===== config.mk =====
export PLATFORM = sky130hd
export DESIGN_NAME = w_161_timer_ctrl
export DESIGN_NICKNAME = d
export VERILOG_FILES = /design/src/rtl/w_161_timer_ctrl.sv
export SDC_FILE = /design/constraint.sdc
export NUM_CORES = 1
export LEC_CHECK = 0
export ABC_AREA = 1
export CORE_MARGIN = 2
export CORE_UTILIZATION = 46
export DETAILED_ROUTE_END_ITERATION = 16
export PLACE_DENSITY = 0.85
export SETUP_SLACK_MARGIN = 0.5
export SLEW_MARGIN = 20
export SYNTH_ARGS = -nofsm -noshare
export SYNTH_HDL_FRONTEND = slang
export SYNTH_SLANG_ARGS = --single-unit

===== constraint.sdc =====
create_clock -name CP -period 3.3 [get_ports CP]
set_clock_uncertainty 0.2 [all_clocks]
set_input_delay 0.66 -clock CP [delete_from_list [all_inputs] [get_ports CP]]
set_output_delay 0.66 -clock CP [all_outputs]
set_load 0.01 [all_outputs]

===== src/rtl/w_161_timer_ctrl.sv =====
// w_161_timer_ctrl
// Sequencer for a cascaded chain of 74HC161-style 4-bit counters forming a
// WIDTH-bit up counter. Drives the shared PE_N/CEP/CET/D/CLR_N lines and
// watches the chain's final TC to build a programmable-period timer with
// one-shot and auto-reload modes, hold, and TICK/DONE reporting.
//
// The chain is loaded with 2^WIDTH - PERIOD so that it reaches all-ones after
// PERIOD-1 enabled counts; the next enabled count is the expiry.
//
// Optional build macro: W161_CTRL_PRESCALE_EN
//   When defined, CEP is additionally gated by a modulo-PRESCALE strobe so
//   the timer period becomes PERIOD*PRESCALE clock cycles.
//
// state  | meaning
// -------+-------------------------------------------------------------
// S_IDLE | stopped; chain frozen, waiting for START
// S_LOAD | one cycle with PE_N low; the chain takes D at the next edge
// S_RUN  | chain counting; expiry reloads (auto) or finishes (one-shot)
// S_DONE | one-shot expired; chain frozen, DONE high until restart/stop

module w_161_timer_ctrl #(
  parameter int NIBBLES  = 2,
  parameter int PRESCALE = 4,
  localparam int WIDTH   = 4 * NIBBLES
) (
  input  logic             CP,
  input  logic             MR_N,
  input  logic             START,
  input  logic             STOP,
  input  logic             HOLD,
  input  logic             MODE,
  input  logic [WIDTH-1:0] PERIOD,
  input  logic             TC_IN,
  output logic             PE_N,
  output logic             CEP,
  output logic             CET,
  output logic [WIDTH-1:0] D,
  output logic             CLR_N,
  output logic             TICK,
  output logic             DONE,
  output logic             BUSY
);

  typedef enum logic [1:0] {
    S_IDLE = 2'd0,
    S_LOAD = 2'd1,
    S_RUN  = 2'd2,
    S_DONE = 2'd3
  } state_t;

  if (PRESCALE < 1 || PRESCALE > 255) begin : g_prescale_range
    $error("w_161_timer_ctrl: PRESCALE must be within 1..255");
  end

  state_t           state_q;
  state_t           state_d;
  logic [WIDTH-1:0] per_q;
  logic             tick_q;
  logic             done_q;
  logic             clr_n_q;
  logic             strobe;
  logic             expiry;
  logic             pe_n_c;
  logic             cep_c;
  logic             cet_c;
  logic             load_per;

`ifdef W161_CTRL_PRESCALE_EN
  logic [7:0] psc_q;

  assign strobe = (psc_q == 8'(PRESCALE - 1));

  // Prescale counter: counts only while staying in RUN, frozen by HOLD,
  // and forced to zero everywhere else so each LOAD starts a fresh divide.
  always_ff @(posedge CP or negedge MR_N) begin
    if (!MR_N) begin
      psc_q <= 8'd0;
    end else if (state_q == S_RUN && state_d == S_RUN) begin
      if (!HOLD) begin
        psc_q <= strobe ? 8'd0 : psc_q + 8'd1;
      end
    end else begin
      psc_q <= 8'd0;
    end
  end
`else
  assign strobe = 1'b1;
`endif

  // Next-state and chain control; the reload PE_N is combinational so it
  // overrides the chain's wrap on the very edge that expires.
  always_comb begin
    state_d = state_q;
    pe_n_c  = 1'b1;
    cep_c   = 1'b0;
    cet_c   = 1'b0;
    expiry  = 1'b0;
    case (state_q)
      S_IDLE: begin
        if (START) state_d = S_LOAD;
      end
      S_LOAD: begin
        pe_n_c  = 1'b0;
        state_d = S_RUN;
      end
      S_RUN: begin
        cet_c  = 1'b1;
        cep_c  = ~HOLD & strobe;
        expiry = TC_IN & cep_c;
        pe_n_c = ~(expiry & MODE);
        if (START) begin
          state_d = S_LOAD;
        end else if (expiry) begin
          state_d = MODE ? S_RUN : S_DONE;
        end
      end
      S_DONE: begin
        if (START) state_d = S_LOAD;
      end
      default: state_d = S_IDLE;
    endcase
    if (STOP) state_d = S_IDLE;
  end

  assign load_per = (state_d == S_LOAD) && (state_q != S_LOAD);

  // State, latched period and registered status outputs.
  always_ff @(posedge CP or negedge MR_N) begin
    if (!MR_N) begin
      state_q <= S_IDLE;
      per_q   <= '0;
      tick_q  <= 1'b0;
      done_q  <= 1'b0;
      clr_n_q <= 1'b1;
    end else begin
      state_q <= state_d;
      if (load_per) per_q <= PERIOD;
      tick_q  <= expiry;
      done_q  <= (state_d == S_DONE);
      clr_n_q <= ~(STOP && state_q != S_IDLE);
    end
  end

  assign D     = ~per_q + WIDTH'(1);
  assign PE_N  = pe_n_c;
  assign CEP   = cep_c;
  assign CET   = cet_c;
  assign CLR_N = clr_n_q;
  assign TICK  = tick_q;
  assign DONE  = done_q;
  assign BUSY  = (state_q == S_LOAD) || (state_q == S_RUN);

endmodule


==> metrics <==
synthesized area=approximately 800 um^2; Via-to-Cell Ratio=about 5; Residual DRC=0; sequential element share of the synthesized area=40.7%; critical path required time=2.44 ns; vias post-DR=slightly above 700; Tcrit/Tclk final=between 80% and 90%; Slew Viols, Final=0; crit end category=output pin; YS warnings=0; RSZ-0062 raised after global routing=false; Seq. cell area=327 um^2; total grt overflow=0; Hold Vio Cnt, Final=0; Max FO, Critical Path=3; clock latency on the worst-skew pair=approximately 0.26 ns; Final nets=between 100 and 150; GRT Max-Usage Layer=met2; Yosys cell types=21; antenna violations before repair=0; Top-Level Pins=30; worst-margin pin slew=~0.58 ns; met3 GRT Util=3.97%; status=finished clean; vias in the first global route=about 660; dominant cells by area after synthesis=dfrtp_1, nand2_1, ha_1, nand4_1, inv_1; Port Buffers=29; core area=around 1700 um^2; DRT Pass-1 Iters=3; clk buf depth=2; setup TNS=0 ns; Layout area overhead=43.7%; # setup viols final=0; Yosys top cell area share=37.4%; largest net degree at the start of global routing=14; first-pass GRT wire length=2680 um; # Post-CTS Setup Buffers=0; hold_ws=about 0.28 ns; met1 GRT Util=21.2%; CP Class=reg2out; peak ir drop on the vdd network=between 0.4 and 0.5 mV; max incr delay on CP=approximately 0.55 ns; Syn Area/Cell=approximately 8.5 um^2; # diodes=0; Hold Buf Count CTS=0; DR WL/cell=10.8 um; Detail Route Antenna Nets=0; DIE WIDTH=around 46 um; Slowest-stage cell, CP=clkdlybuf4s50_1; Slew HR=61.0%; Final min period=about 2.7 ns; Leak Pwr=0.564 nW; CTS tree=built; maxcap violations=0; GP Congestion=between 0.6 and 0.7; cell taking the most area after synthesis=dfrtp_1; ratio of cells with drive above 1 in the final layout=about an eighth; CP arrival=about 1.8 ns; DIE HEIGHT=approximately 46 um; met2 usage=a little under a third; CTS Root Buffer Type=clkbuf_4; H-tree Lvls=1; total clock sinks=13; CP cell instances=inv_1 > nand3_2 > nor3_4 > xor2_1 > clkdlybuf4s50_1; die area=between 2000 and 2500 um^2; Pwr per Cell Area=about 880 nW/um^2; number of buffers created by CTS=3; initial drt markers=6; cells after synthesis=94; Hold/Removal Path Class=reg2reg; Initial Util=between 40 and 50%; clock-pin slew on the worst setup and hold paths=about 0.080 ns; WL final=around 1600 um; Rows=15; Multi-input gate area=around 430 um^2; startpoint type of the worst setup path=flip-flop; GR Util All Layers=between 10% and 20%; detailed placer's ending HPWL=approximately 1300 um; Mapped Nets=between 100 and 150; FILL cells=~140; fmax=about 0.37 GHz; synthesized flop and latch total=13
[critical path: cells and delay by family (launching register included)]
kind | cells | cell delay [ns]
xor gates and xnor gates | 1 | 0.16
and+or+nand+nor | 2 | 0.34
buffers and inverters | 2 | 0.64
DFF | 1 | 0.40
[power breakdown]
group | total (mW) | internal, mW | switching, mW
logic | 0.639 | 0.318 | 0.321
clock network | 0.0939 | 0.0467 | 0.0472
registers | 0.277 | 0.221 | 0.0565
total | 1.01 | 0.585 | 0.425
[worst paths after layout]
path                            startpoint        to  slack [ns]  cells after the start
worst max-delay path              per_q[0]      D[5]        0.63                      5
worst min-delay path              per_q[1]  per_q[1]        0.28                      2
worst max register to register  state_q[0]  per_q[2]        1.47                      7
worst min register to register    per_q[1]  per_q[1]        0.28                      2
max in group asynchronous             MR_N  per_q[5]        1.96                      1
min in group asynchronous             MR_N  per_q[0]        0.56                      1
[flip-flops by register name (all words and copies together) (netlist names)]
register and count:
per_q 8, DONE 1, CLR_N 1, TICK 1
state_q 2
[cells in the final DEF, fill, tap and decap left out, drive strengths merged]
master         count
dfstp              1
nand3              5
nor3               2
nor2              10
xnor2              1
xor2               4
or2                2
nand2             26
dlymetal6s2s       3
a22oi              1
dlygate4sd2        1
nand4              9
clkbuf             4
clkdlybuf4s50     25
ha                 5
dfrtp             12
inv               15
[synth_stat cells]
master	instances
xor2_1	4
a22oi_1	1
nor2_1	7
dfstp_2	1
nand2_4	1
inv_2	2
xnor2_1	1
ha_1	5
nand2_1	24
nand2_2	1
nand3_1	4
nand3_4	1
dfrtp_1	12
nor3_2	2
nor2_8	1
inv_1	13
nor2_2	1
buf_4	1
nor2_4	1
nand4_1	9
or2_1	2
[layer usage]
layer  share of wire (%)  wire length [um]  up-vias
li1                    -                 -      366
met1                  41               632      328
met2                  54               833       21
met3                 5.4                84        0
met4                   0                 0        0
met5                   0                 0        -
[logic make-up (layout without fill, tap and decap cells)]
family                     Yosys count  in the layout  share of synthesized area [%]
AOI/OAI and AO/OA                    1              1                          0.936
xor gates and xnor gates             5              5                           5.46
adders and majority gates            5              5                           7.80
buffers and inverters               16             48                           7.96
DFF                                 13             13                           40.7
and+or+nand+nor                     54             54                           37.1
[cell type report]
| cell class | count | share of cell area [%] |
|---|---|---|
| clock buffer | 4 | 2.28 |
| tap | 17 | 1.85 |
| sequential | 13 | 28.3 |
| multi-input combinational | 65 | 36.9 |
| timing repair buffer | 29 | 25.7 |
| inverter | 15 | 4.89 |
[per-stage QoR]
stage | worst slack (ns) | power (mW) | util [%] | instances | cell area (um^2)
after global placement | 0.440 | 0.897 | 65.5 | 139 | 1110
after floorplan | 1.33 | 0.641 | - | 94 | 802
final | 0.632 | 1.01 | 68.2 | 143 | 1150
after global routing | 0.504 | 1.10 | 68.2 | 143 | 1150
after CTS | 0.506 | 1.01 | 67.0 | 143 | 1130
after detailed placement | 0.429 | 0.918 | 65.5 | 139 | 1110
[repair_timing]
| action | CTS | global route |
|---|---|---|
| pin swaps | 0 | 1 |
| resized for setup | 1 | 6 |
| setup endpoints to repair | 1 | 4 |
Note: power is estimated with default switching activity, not from simulation.
